$ cat config.mk
export PLATFORM = sky130hd
export DESIGN_NAME = multicycle_control
export DESIGN_NICKNAME = d
export VERILOG_FILES = /design/src/rtl/mc_pkg.sv /design/src/rtl/mc_wait_timer.sv /design/src/rtl/multicycle_control.sv
export SDC_FILE = /design/constraint.sdc
export NUM_CORES = 1
export LEC_CHECK = 0
export BUFFER_PORTS_ARGS = -buffer_cell sky130_fd_sc_hd__buf_2
export CELL_PAD_IN_SITES_DETAIL_PLACEMENT = 1
export CELL_PAD_IN_SITES_GLOBAL_PLACEMENT = 1
export CORE_MARGIN = 2
export CORE_UTILIZATION = 40
export DETAILED_ROUTE_END_ITERATION = 7
export PLACE_DENSITY_LB_ADDON = 0.1
export SLEW_MARGIN = 20
export SYNTH_ARGS = -nofsm -noshare
export SYNTH_HDL_FRONTEND = slang
export SYNTH_SLANG_ARGS = --single-unit
$ cat constraint.sdc
create_clock -name clk -period 3.42 [get_ports clk]
set_input_delay 0.513 -clock clk [delete_from_list [all_inputs] [get_ports clk]]
set_output_delay 0.513 -clock clk [all_outputs]
set_load 0.1 [all_outputs]
$ cat src/rtl/mc_pkg.sv
// mc_pkg: opcodes, FSM states and datapath select encodings shared by the multi-cycle control unit.
// The JUMP state exists only when MC_JUMP_EN is defined.
package mc_pkg;

    localparam int unsigned OP_RTYPE = 0;
    localparam int unsigned OP_LW    = 1;
    localparam int unsigned OP_SW    = 2;
    localparam int unsigned OP_BEQ   = 3;
    localparam int unsigned OP_ADDI  = 4;
    localparam int unsigned OP_J     = 5;

    localparam logic [1:0] ALU_OP_ADD   = 2'b00;
    localparam logic [1:0] ALU_OP_SUB   = 2'b01;
    localparam logic [1:0] ALU_OP_FUNCT = 2'b10;

    localparam logic [1:0] SRCB_REG     = 2'b00;
    localparam logic [1:0] SRCB_FOUR    = 2'b01;
    localparam logic [1:0] SRCB_IMM     = 2'b10;
    localparam logic [1:0] SRCB_IMM_SH2 = 2'b11;

    localparam logic [1:0] PCSRC_ALU    = 2'b00;
    localparam logic [1:0] PCSRC_ALUOUT = 2'b01;
    localparam logic [1:0] PCSRC_JUMP   = 2'b10;

    typedef enum logic [3:0] {
        ST_FETCH,
        ST_DECODE,
        ST_MEM_ADDR,
        ST_MEM_RD,
        ST_MEM_WB,
        ST_MEM_WR,
        ST_R_EXEC,
        ST_R_WB,
        ST_I_EXEC,
        ST_I_WB,
        ST_BRANCH,
`ifdef MC_JUMP_EN
        ST_JUMP,
`endif
        ST_TRAP
    } state_e;

    typedef struct packed {
        logic       pc_write;
        logic       pc_write_cond;
        logic       ir_write;
        logic       iord;
        logic       mem_read;
        logic       mem_write;
        logic       mem_to_reg;
        logic       reg_dst;
        logic       reg_write;
        logic       alu_src_a;
        logic       ext_op;
        logic [1:0] alu_src_b;
        logic [1:0] alu_op;
        logic [1:0] pc_source;
    } ctrl_t;

    // States that hold until memory signals mem_ready.
    function automatic logic is_wait_state(state_e s);
        return (s == ST_FETCH) || (s == ST_MEM_RD) || (s == ST_MEM_WR);
    endfunction

endpackage

$ cat src/rtl/mc_wait_timer.sv
// mc_wait_timer: counts consecutive memory wait cycles; `expired` flags the wait cycle
// that would bring the count to MAX_WAIT, so the FSM can trap instead of waiting on.
module mc_wait_timer #(
    parameter int MAX_WAIT = 15
) (
    input  logic clk,
    input  logic rst,
    input  logic clear,
    input  logic enable,
    output logic expired
);

    localparam int               CNT_W = $clog2(MAX_WAIT + 1);
    localparam logic [CNT_W-1:0] LAST  = CNT_W'(MAX_WAIT - 1);
    localparam logic [CNT_W-1:0] FULL  = CNT_W'(MAX_WAIT);

    logic [CNT_W-1:0] count_q;
    logic [CNT_W-1:0] count_d;

    always_comb begin
        count_d = count_q;
        if (clear) begin
            count_d = '0;
        end else if (enable && (count_q != FULL)) begin
            count_d = count_q + 1'b1;
        end
    end

    always_ff @(posedge clk) begin
        if (rst) begin
            count_q <= '0;
        end else begin
            count_q <= count_d;
        end
    end

    assign expired = enable && (count_q == LAST);

endmodule

$ cat src/rtl/multicycle_control.sv
// multicycle_control: FSM sequencing a shared-memory MIPS-like multi-cycle datapath.
// Define MC_JUMP_EN to implement J via a JUMP state; otherwise J traps as illegal.
module multicycle_control #(
    parameter int OPCODE_W = 4,
    parameter int MAX_WAIT = 15
) (
    input  logic                clk,
    input  logic                rst,
    input  logic [OPCODE_W-1:0] opcode,
    input  logic                zero,
    input  logic                mem_ready,
    output logic                pc_write,
    output logic                pc_write_cond,
    output logic                ir_write,
    output logic                iord,
    output logic                mem_read,
    output logic                mem_write,
    output logic                mem_to_reg,
    output logic                reg_dst,
    output logic                reg_write,
    output logic                alu_src_a,
    output logic                ext_op,
    output logic [1:0]          alu_src_b,
    output logic [1:0]          alu_op,
    output logic [1:0]          pc_source,
    output logic                illegal_op,
    output logic                mem_timeout
);

    import mc_pkg::*;

    localparam logic [OPCODE_W-1:0] OPC_RTYPE = OPCODE_W'(OP_RTYPE);
    localparam logic [OPCODE_W-1:0] OPC_LW    = OPCODE_W'(OP_LW);
    localparam logic [OPCODE_W-1:0] OPC_SW    = OPCODE_W'(OP_SW);
    localparam logic [OPCODE_W-1:0] OPC_BEQ   = OPCODE_W'(OP_BEQ);
    localparam logic [OPCODE_W-1:0] OPC_ADDI  = OPCODE_W'(OP_ADDI);
    localparam logic [OPCODE_W-1:0] OPC_J     = OPCODE_W'(OP_J);

    state_e state_q;
    state_e state_d;
    logic   illegal_op_q;
    logic   illegal_op_d;
    logic   mem_timeout_q;
    logic   mem_timeout_d;
    logic   timer_clear;
    logic   timer_enable;
    logic   timer_expired;
    ctrl_t  ctrl;

    // The branch decision is gated by zero in the datapath, not here.
    logic unused_zero;
    assign unused_zero = zero;

    mc_wait_timer #(
        .MAX_WAIT (MAX_WAIT)
    ) u_wait_timer (
        .clk     (clk),
        .rst     (rst),
        .clear   (timer_clear),
        .enable  (timer_enable),
        .expired (timer_expired)
    );

    assign timer_enable = is_wait_state(state_q) && !mem_ready;
    assign timer_clear  = (state_d != state_q);

    always_ff @(posedge clk) begin
        // NOTE: non-blocking assignments so every flop samples pre-edge values.
        if (rst) begin
            state_q       <= ST_FETCH;
            illegal_op_q  <= 1'b0;
            mem_timeout_q <= 1'b0;
        end else begin
            state_q       <= state_d;
            illegal_op_q  <= illegal_op_d;
            mem_timeout_q <= mem_timeout_d;
        end
    end

    always_comb begin
        // NOTE: every variable gets a default first so no path infers a latch.
        state_d       = state_q;
        illegal_op_d  = illegal_op_q;
        mem_timeout_d = mem_timeout_q;
        case (state_q)
            ST_FETCH, ST_MEM_RD, ST_MEM_WR: begin
                if (mem_ready) begin
                    case (state_q)
                        ST_FETCH:  state_d = ST_DECODE;
                        ST_MEM_RD: state_d = ST_MEM_WB;
                        default:   state_d = ST_FETCH;
                    endcase
                end else if (timer_expired) begin
                    state_d       = ST_TRAP;
                    mem_timeout_d = 1'b1;
                end
            end
            ST_DECODE: begin
                case (opcode)
                    OPC_RTYPE:      state_d = ST_R_EXEC;
                    OPC_LW, OPC_SW: state_d = ST_MEM_ADDR;
                    OPC_BEQ:        state_d = ST_BRANCH;
                    OPC_ADDI:       state_d = ST_I_EXEC;
`ifdef MC_JUMP_EN
                    OPC_J:          state_d = ST_JUMP;
`else
                    OPC_J: begin
                        state_d      = ST_TRAP;
                        illegal_op_d = 1'b1;
                    end
`endif
                    default: begin
                        state_d      = ST_TRAP;
                        illegal_op_d = 1'b1;
                    end
                endcase
            end
            ST_MEM_ADDR: begin
                if (opcode == OPC_LW) begin
                    state_d = ST_MEM_RD;
                end else if (opcode == OPC_SW) begin
                    state_d = ST_MEM_WR;
                end else begin
                    state_d      = ST_TRAP;
                    illegal_op_d = 1'b1;
                end
            end
            ST_R_EXEC: state_d = ST_R_WB;
            ST_I_EXEC: state_d = ST_I_WB;
            ST_MEM_WB, ST_R_WB, ST_I_WB, ST_BRANCH: state_d = ST_FETCH;
`ifdef MC_JUMP_EN
            ST_JUMP:   state_d = ST_FETCH;
`endif
            ST_TRAP:   state_d = ST_TRAP;
            default:   state_d = ST_FETCH;
        endcase
    end

    // Outputs follow the state only, except the fetch strobes that wait for memory.
    always_comb begin
        ctrl = '0;
        if (!rst) begin
            case (state_q)
                ST_FETCH: begin
                    ctrl.mem_read  = 1'b1;
                    ctrl.alu_src_b = SRCB_FOUR;
                    ctrl.alu_op    = ALU_OP_ADD;
                    ctrl.pc_source = PCSRC_ALU;
                    ctrl.ir_write  = mem_ready;
                    ctrl.pc_write  = mem_ready;
                end
                ST_DECODE: begin
                    ctrl.alu_src_b = SRCB_IMM_SH2;
                    ctrl.ext_op    = 1'b1;
                    ctrl.alu_op    = ALU_OP_ADD;
                end
                ST_MEM_ADDR, ST_I_EXEC: begin
                    ctrl.alu_src_a = 1'b1;
                    ctrl.alu_src_b = SRCB_IMM;
                    ctrl.ext_op    = 1'b1;
                    ctrl.alu_op    = ALU_OP_ADD;
                end
                ST_MEM_RD: begin
                    ctrl.mem_read = 1'b1;
                    ctrl.iord     = 1'b1;
                end
                ST_MEM_WB: begin
                    ctrl.reg_write  = 1'b1;
                    ctrl.mem_to_reg = 1'b1;
                end
                ST_MEM_WR: begin
                    ctrl.mem_write = 1'b1;
                    ctrl.iord      = 1'b1;
                end
                ST_R_EXEC: begin
                    ctrl.alu_src_a = 1'b1;
                    ctrl.alu_src_b = SRCB_REG;
                    ctrl.alu_op    = ALU_OP_FUNCT;
                end
                ST_R_WB: begin
                    ctrl.reg_write = 1'b1;
                    ctrl.reg_dst   = 1'b1;
                end
                ST_I_WB: ctrl.reg_write = 1'b1;
                ST_BRANCH: begin
                    ctrl.alu_src_a     = 1'b1;
                    ctrl.alu_src_b     = SRCB_REG;
                    ctrl.alu_op        = ALU_OP_SUB;
                    ctrl.pc_write_cond = 1'b1;
                    ctrl.pc_source     = PCSRC_ALUOUT;
                end
`ifdef MC_JUMP_EN
                ST_JUMP: begin
                    ctrl.pc_write  = 1'b1;
                    ctrl.pc_source = PCSRC_JUMP;
                end
`endif
                default: ctrl = '0;
            endcase
        end
    end

    assign pc_write      = ctrl.pc_write;
    assign pc_write_cond = ctrl.pc_write_cond;
    assign ir_write      = ctrl.ir_write;
    assign iord          = ctrl.iord;
    assign mem_read      = ctrl.mem_read;
    assign mem_write     = ctrl.mem_write;
    assign mem_to_reg    = ctrl.mem_to_reg;
    assign reg_dst       = ctrl.reg_dst;
    assign reg_write     = ctrl.reg_write;
    assign alu_src_a     = ctrl.alu_src_a;
    assign ext_op        = ctrl.ext_op;
    assign alu_src_b     = ctrl.alu_src_b;
    assign alu_op        = ctrl.alu_op;
    assign pc_source     = ctrl.pc_source;
    assign illegal_op    = illegal_op_q && !rst;
    assign mem_timeout   = mem_timeout_q && !rst;

endmodule

==> impl_summary.md, run 1 <==
STA
Across all setup checks in the final design, the least slack found is 0.639 ns. Setup repair after global routing left no endpoint under its margin. Setup violations remaining at the end of the flow were counted as 0.

The clock arrives with 0.00280 ns of skew. The post-layout minimum cycle time is 2.78 ns. The number of hold-slack violations in the final timing report was 0. The worst relative slew slack is roughly two fifths. The total count of max-transition violations in the final report is 0. For the pin with the worst max-slew slack, the measured transition is between 0.9 and 1 ns.

After layout, the worst path uses 81.3% of the clock period. Based on the critical path, the design can be clocked at up to between 0.3 and 0.4 GHz.

Setup path
Of all nets on the critical path, the largest fanout is 27. The slowest cell on the critical path is dfxtp_1. Traced cell by cell, the critical path runs through nand2b_1, and2_1, and3_1, buf_2.

The category of cells accounting for the largest share of critical-path delay is flip-flops. The largest stage delay on the critical path is 0.92 ns. The startpoint type of the worst setup path is a flop. The arrival time reported for the critical path endpoint is 2.27 ns. The type of element capturing the critical path is an output pin. The required arrival time at the worst endpoint is ~2.9 ns.

The buffer and inverter count on the worst path is 1. The type of the worst setup path is reg2out.

Route
The total iterations of the first detailed-routing run is 4. The number of DRC markers in iteration 0 is 12. In the routed design, unresolved DRC markers number 0. The final layout contains routed wiring with a total length of between 2000 and 3000 um. The number of antenna-violating nets in the routed design is 0. The routed wire length per instance is 14.6 um. The average vias per placed instance is around 5.7. The total via count after detailed routing is ~1100.

Layout
The count of antenna diodes in the layout is 0. The top cell types in the final layout, fill and taps aside, are buf_2 (24), nor2_1 (22), dfxtp_1 (10). Leaving out fill and tap cells, the most frequent cell in the layout is buf_2. The layout has 349 filler cells.

At the end of the flow, the number of nets in the layout was 173. The layout overhead on the synthesized area is 11.9%. The layout cell share with drive strength beyond 1 is 24.8%.

Yosys
The most instantiated flip-flop cell in the synthesis netlist is dfxtp_1. A synthesized cell averages 7.18 um2. The cell count after synthesis is 147. The proportion of synthesized flip-flops having asynchronous set or reset is 0%.

Counting flops with a built-in enable in the synthesized netlist gives 0. The post-synthesis instance area is 0.00105 mm2. The count of warnings emitted by yosys is 0. The number of different library cells used by synthesis comes to 50.

The number of nets in the synthesized netlist is 157. The register bit total from synthesis is 10. The share of the Yosys chip area taken by registers is 19.0%.

Clock tree
After clock tree synthesis, the clock-pin slew on the worst setup and hold paths is 0.06 ns. The TritonCTS clock tree is built. Gates resized during post-CTS repair numbered 0. The clock root buffer master is clkbuf_4. The total number of H-tree levels is 1. In this run the post-CTS setup repair buffer count came out at 0.

For the worst-skew pair, the clock arrives at the later sink with an insertion delay of 0.26 ns. In this run, post-CTS hold repair placed 0 buffers. The clock drives 10 sinks.

The total clock buffers created by CTS is 3. Counting along the longest clock path gives a buffer depth of 2.

Placement
The worst setup slack after placement is approximately 0.9 ns. At the end of routability-driven placement, the weighted congestion stood at 0.906. In this run the tool buffered the top-level ports with 24 buffer cells. The post-DP HPWL is 2090 um.

Global route
The initial antenna violation count is 0. The wire length of the first global-routing pass is between 4000 and 5000 um. Global routing used 18.9% of the available tracks. The maximum number of pins on one net before global-route repair is 28. The total global routing overflow is 0.

The number of global-route vias before repair is 1040.

Run status
The flow ran to the end, and the final reports show no timing, DRC or antenna violations.

Floorplan
Pin placement for this block handled 27 I/O pins. Once the floorplan was initialized, standard cells occupied 42.6% of the core. The floorplan step set the die width to 55.4 um. The height of the chip is 55.4 um. After floorplanning, the core was sized to cover 0.00248 mm2. The floorplan die area is 0.00306 mm2. The floorplan row count is 18.

Pwr
For this design the static power due to leakage is 0.462 nW. The clock network burns under 10% of the power. VDD sags by at most 0.000681 V.

The power density over the cells is 979 mW/mm2. Combinational logic burns a little under three quarters of the power. Net switching is 63.6% of the power.

Summed over all nets, the switching power comes to 0.000735 W. The total power after layout is around 0.0012 W. The share of total power in sequential cells is 22.1%.

The internal power component is 0.000421 W.

Flow run
Max-cap violations in this run came to 0.

Min path
The type of the tightest min-delay check is reg2reg.
cells in the mapped netlist, drive strengths merged, types with 3 or more instances:
cell,count,share of area [%]
nor2,22,7.8
buf,10,6.2
nand3,3,1.4
nor3,10,5.2
clkbuf,4,1.4
nand3b,3,2.1
dfxtp,10,19
nand2b,6,3.6
nand2,4,1.4
nor2b,5,3.0
o21ai,9,4.3
a21oi,9,4.3
inv,6,2.1
and2,4,2.6
xnor2,4,4.0
a21boi,3,2.1
flip-flops by register name, summed over array words and instances, names as in the netlist:
name,cells
state_q,4
mem_timeout_q,1
illegal_op_q,1
u_wait_timer.count_q,4
worst register-to-register path, delay by kind of cell (launching register included):
family	cells	cell delay, ns
AOI/OAI and AO/OA	2	0.72
DFF	1	0.92
and+or+nand+nor	4	0.80
power groups by stage:
stage                     clock [W]  combinational, W  sequential, W
final                     0.0000774          0.000823       0.000255
after CTS                 0.0000808          0.000827       0.000253
after detailed placement          0          0.000825       0.000257
after global placement            0          0.000814       0.000254
after floorplan                   0          0.000808       0.000158
after global routing      0.0000869          0.000883       0.000266
layout make-up:
| type | count | area [um2] | share of cell area [%] |
|---|---|---|---|
| clock buffer | 3 | 22.5 | 1.91 |
| inverter | 6 | 22.5 | 1.91 |
| multi-input combinational | 117 | 769 | 65.2 |
| sequential | 10 | 200 | 17.0 |
| tap | 30 | 37.5 | 3.18 |
| timing repair buffer | 25 | 128 | 10.8 |
routing by layer:
metal	vias up	track usage, %	wire length, um
met5	-	0	0
met4	0	8.71	65
met3	8	1.41	69
met2	18	30.3	1310
met1	508	25.7	1350
li1	551	-	-
logic make-up after synthesis:
logic type | after synthesis | share of synthesized area, %
fa+ha+maj | 2 | 2.37
simple gates | 70 | 36.9
xor+xnor | 5 | 4.86
compound gates | 38 | 25.9
flops | 10 | 19.0
other cells | 1 | 0.356
buf+inv | 20 | 9.73
mux | 1 | 0.949
path summary, 6_finish.rpt:
| path | start | endpoint | slack, ns | depth (start not counted) |
|---|---|---|---|---|
| worst max-delay path | state_q[1] | mem_read | 0.64 | 4 |
| worst min-delay path | illegal_op_q | illegal_op_q | 0.47 | 2 |
| worst max register to register | state_q[1] | u_wait_timer.count_q[2] | 0.91 | 6 |
| worst min register to register | illegal_op_q | illegal_op_q | 0.47 | 2 |
metrics by stage:
step	setup TNS (ns)	cells	hold slack, ns	util [%]	instance area [um2]
after detailed placement	0	188	0.457	46.7	1160
after global placement	0	188	0.450	46.7	1160
after global routing	0	191	0.506	47.6	1180
final	0	191	0.474	47.6	1180
after CTS	0	191	0.474	47.6	1180
after floorplan	-0.454	147	0.429	-	1070
(Power assumes the default switching activity.)
==> run 2, diff against run 1 <==
Settings changed: ABC_AREA set to 1, CORE_UTILIZATION 40 to 34.
Clock period 3.42 ns to 2.8 ns, I/O delays scaled along.
==> run 2 against run 1 <==
Net effect:
- worst hold slack worse by 0.011 ns
- die area up 3.2%
- critical path depth up 3
- cell count up 8.9%
- non-clock buffer count down 1
- first-iteration DRC count up 83%
- power up 21%
- cell area down 7.1%
- highest routed layer is now met3
- largest cell class unchanged
- largest power group unchanged
==> impl_summary.md, run 2 <==
Yosys
The cell count after synthesis is 155 (+5.4%). The area fraction in and, or, nand and nor cells after synthesis is 52.4% (+15 points). The share of Yosys cell area claimed by the top area cell type came to 21.6% (+2.6 points). The post-synthesis sequential area ratio is 21.6% (+2.6 points). The xor/xnor cell area share of the yosys netlist came to 2.83% (-2.0 points).

The register bit total from synthesis is 10 (unchanged). The most frequent cell after synthesis is nand2_1. The count of warnings emitted by yosys was 0 (unchanged). By area the synthesized netlist is led by dfxtp_1 (22%), nand2_1 (17%), nor2_1 (11%). The post-synth net total is 165 (+5.1%). The post-synthesis cell type count is 24 (-52%). The arithmetic-cell share of the synthesized area counting full adders, half adders and majority gates came to 2.70% (+0.33 points). Summed over all instances, the cell type with the most area after synthesis is dfxtp_1. The proportion of synthesized flip-flops having asynchronous set or reset is 0% (unchanged). The compound-gate portion of the synthesized area came to 8.37% (-17 points). The mean post-synth cell area is 5.98 um2 (-17%). The post-synthesis instance area is 927 um2 (-12%). Sorting the synthesized cells by how often they occur yields nand2_1 (42), nor2_1 (28), inv_1 (18). For this run, the leading register cell type out of synthesis is dfxtp_1.

By area, the combinational part of the netlist is dominated by simple AND/OR/NAND/NOR gates. The count of flip-flops with a built-in enable after synthesis is 0 (unchanged). The multiplexer share of the synthesized area is 0% (-0.95 points).

Global route
The total global routing overflow is 0 (unchanged). The number of global-route vias before repair was 962 (-7.5%). The wire length of the first global-routing pass is 4250 um (-12%).

The maximum number of pins on one net before global-route repair is 21 (-25%). The total routing resource utilization after global routing is 16.5% (-2.4 points). The initial antenna violation count is 0 (unchanged).

Setup path
The worst register-to-register path ends at u_wait_timer.count_q[1]. The required arrival time at the worst endpoint is 2.38 ns (-0.53 ns). The arrival time reported for the critical path endpoint was 1.86 ns (-0.41 ns). The type of the worst setup path is reg2out. The startpoint identified for the worst register-to-register timing path is state_q[1]. The number of cells on the worst reg-to-reg path is 12 (+6). The worst setup path is launched from a flop. The slack of the worst reg-to-reg path came to 1.02 ns (+0.11 ns). The type of element capturing the critical path is an output pin. The biggest fanout along the worst timing path is 6 (-78%).

Clock tree
The clock transition at the registers of the reported paths was 0.07 ns (about the same). The number of buffers inserted by hold repair at cts is 0 (unchanged). The latest clock arrival within the worst-skew pair is 0.26 ns (about the same). The total clock sinks is 10 (unchanged).

The count of buffers added by post-CTS timing repair for setup is 0 (unchanged). TritonCTS built the clock tree. The total clock buffers created by CTS was 3 (unchanged). The total number of H-tree levels is 1 (unchanged). The number of buffers on the longest clock path is 2 (unchanged). The quantity of gates resized following cts is 0 (unchanged).

The clock root buffer master is clkbuf_4.

Route
The number of DRC markers in iteration 0 came to 22 (+10). The average vias per placed instance is 4.83 (-15%). The number of design rule violations left after detail routing is 0 (unchanged).

The number of antenna-violating nets in the routed design came to 0 (unchanged). The total iterations of the first detailed-routing run is 4 (unchanged). The total routed wirelength is 2440 um (-12%). The routed wire length per instance is 11.7 um (-20%). The total via count after detailed routing is 1004 (-7.5%).

Floorplan
The floorplan row count came to 18 (unchanged). The area of the core region is 0.00252 mm2 (+1.8%). The number of top-level pins is 27 (unchanged).

The height of the chip is 56.2 um (+1.6%). The initial core utilization is 36.8% (-5.8 points). The floorplan die area is 0.00316 mm2 (+3.2%).

The floorplan die width came to 56.2 um (+1.6%).

STA
Setup repair after global routing left no endpoint under its margin. Dividing the final minimum period by the clock period gives 81.3%. The number of setup violations in the final report is 0 (unchanged). The number of hold-slack violations in the final timing report was 0 (unchanged). The worst clock skew is 0.00280 ns (-0.00000527 ns). The post-layout minimum cycle time is 2.28 ns. The total count of max-transition violations in the final report is 0 (unchanged).

The tightest hold margin is 0.463 ns (-0.0110 ns). Based on the critical path, the design can be clocked at up to 0.439 GHz.

Pwr
The leakage power is 0.598 nW (+29%). The largest vdd supply drop is 0.000700 V (+2.7%). The power density over the cells came to 1280 mW/mm2 (+31%).

Placement
The weighted congestion reported at the end of routability-driven placement is 0.795 (-12%). The post-DP HPWL is 2070 um (-0.89%). The number of I/O port buffers is 24 (unchanged).

Layout
The layout cell share with drive strength beyond 1 is 27.5% (+2.7 points). Leaving out fill and tap cells, the most frequent cells in the layout are nand2_1 (42), nor2_1 (28), buf_2 (24). Leaving out fill and tap cells, the most frequent cell in the layout is nand2_1.

The count of antenna diodes in the layout was 0 (unchanged). The post-route core utilization is 43.5% (-4.2 points). The number of nets in the final layout was 189 (+9.2%). The largest registers in the layout are state_q x4, u_wait_timer.count_q x4.

The total of fill cells in the finished design was 369 (+5.7%). The layout overhead on the synthesized area is 18.2%.

Run status
The run finished with clean final reports.

Min path
The end of the worst hold path is mem_timeout_q. The worst hold path startpoint is mem_timeout_q. The path class of the tightest hold or removal check is reg2reg.

The number of instances on the worst hold path is 2 (unchanged).

Flow run
The max-capacitance violation count is 0 (unchanged).
[run 2: changes by cell type in the layout (fill, tap and decap cells not counted), moves of 7 or more]
cell	delta
inv_1	+12
nand2_1	+38
nor3_1	-8
nand3_2	+7
[run 2: worst max-delay path: stages (launching register included)]
cell     delay, ns
dfxtp_1       0.39
inv_1         0.14
nor2_1        0.27
nand2_1       0.14
nand3_1       0.12
nand2_1       0.07
inv_1         0.05
buf_2         0.41
[run 2: layer usage]
metal	GRT usage, %	share of wire [%]
met3	5.35	6.3
met1	23.1	49
met2	25.9	45
met5	0	0
met4	1.02	0
[run 2: cell families (layout without fill, tap and decap cells)]
kind of cell               after synthesis  after routing
and+or+nand+nor                         99             99
buffers and inverters                   26             49
AOI/OAI and AO/OA                       14             14
DFF                                     10             10
xor gates and xnor gates                 3              3
adders and majority gates                2              2
other                                    1              1
[run 2: report_power, final]
part | switching [W] | internal [W]
logic | 0.000818 | 0.000230
clock network | 0.0000502 | 0.0000789
registers | 0.0000463 | 0.000178
total | 0.000915 | 0.000487
[run 2: area by class of cell]
class	instances	area (um2)	area share [%]
clock buffers	4	36.3	3.31
inverters	21	78.8	7.19
multi-input cells	119	623	56.8
flip-flops and latches	10	200	18.3
well taps	30	37.5	3.42
repair buffers	24	120	11.0
[run 2: through the flow]
stage	setup TNS (ns)	setup slack (ns)	total power, W	area [um2]	std cells
floorplan	-0.577	-0.238	0.00111	932	155
global placement	0	0.840	0.00126	1060	204
detailed placement	0	0.822	0.00128	1060	204
CTS	0	0.514	0.00142	1100	208
global route	0	0.350	0.00152	1100	208
finish	0	0.524	0.00140	1100	208
[run 2: worst max path at each step]
stage,endpoint,from,slack [ns],cells after the start
2_1_floorplan,pc_write,rst,-0.24,4
3_3_place_gp,ext_op,state_q[3],0.84,7
3_5_place_dp,alu_src_b[1],state_q[3],0.82,7
4_1_cts,alu_src_b[1],state_q[3],0.51,7
5_1_grt,ext_op,state_q[3],0.35,7
6_report,alu_src_b[1],state_q[3],0.52,7
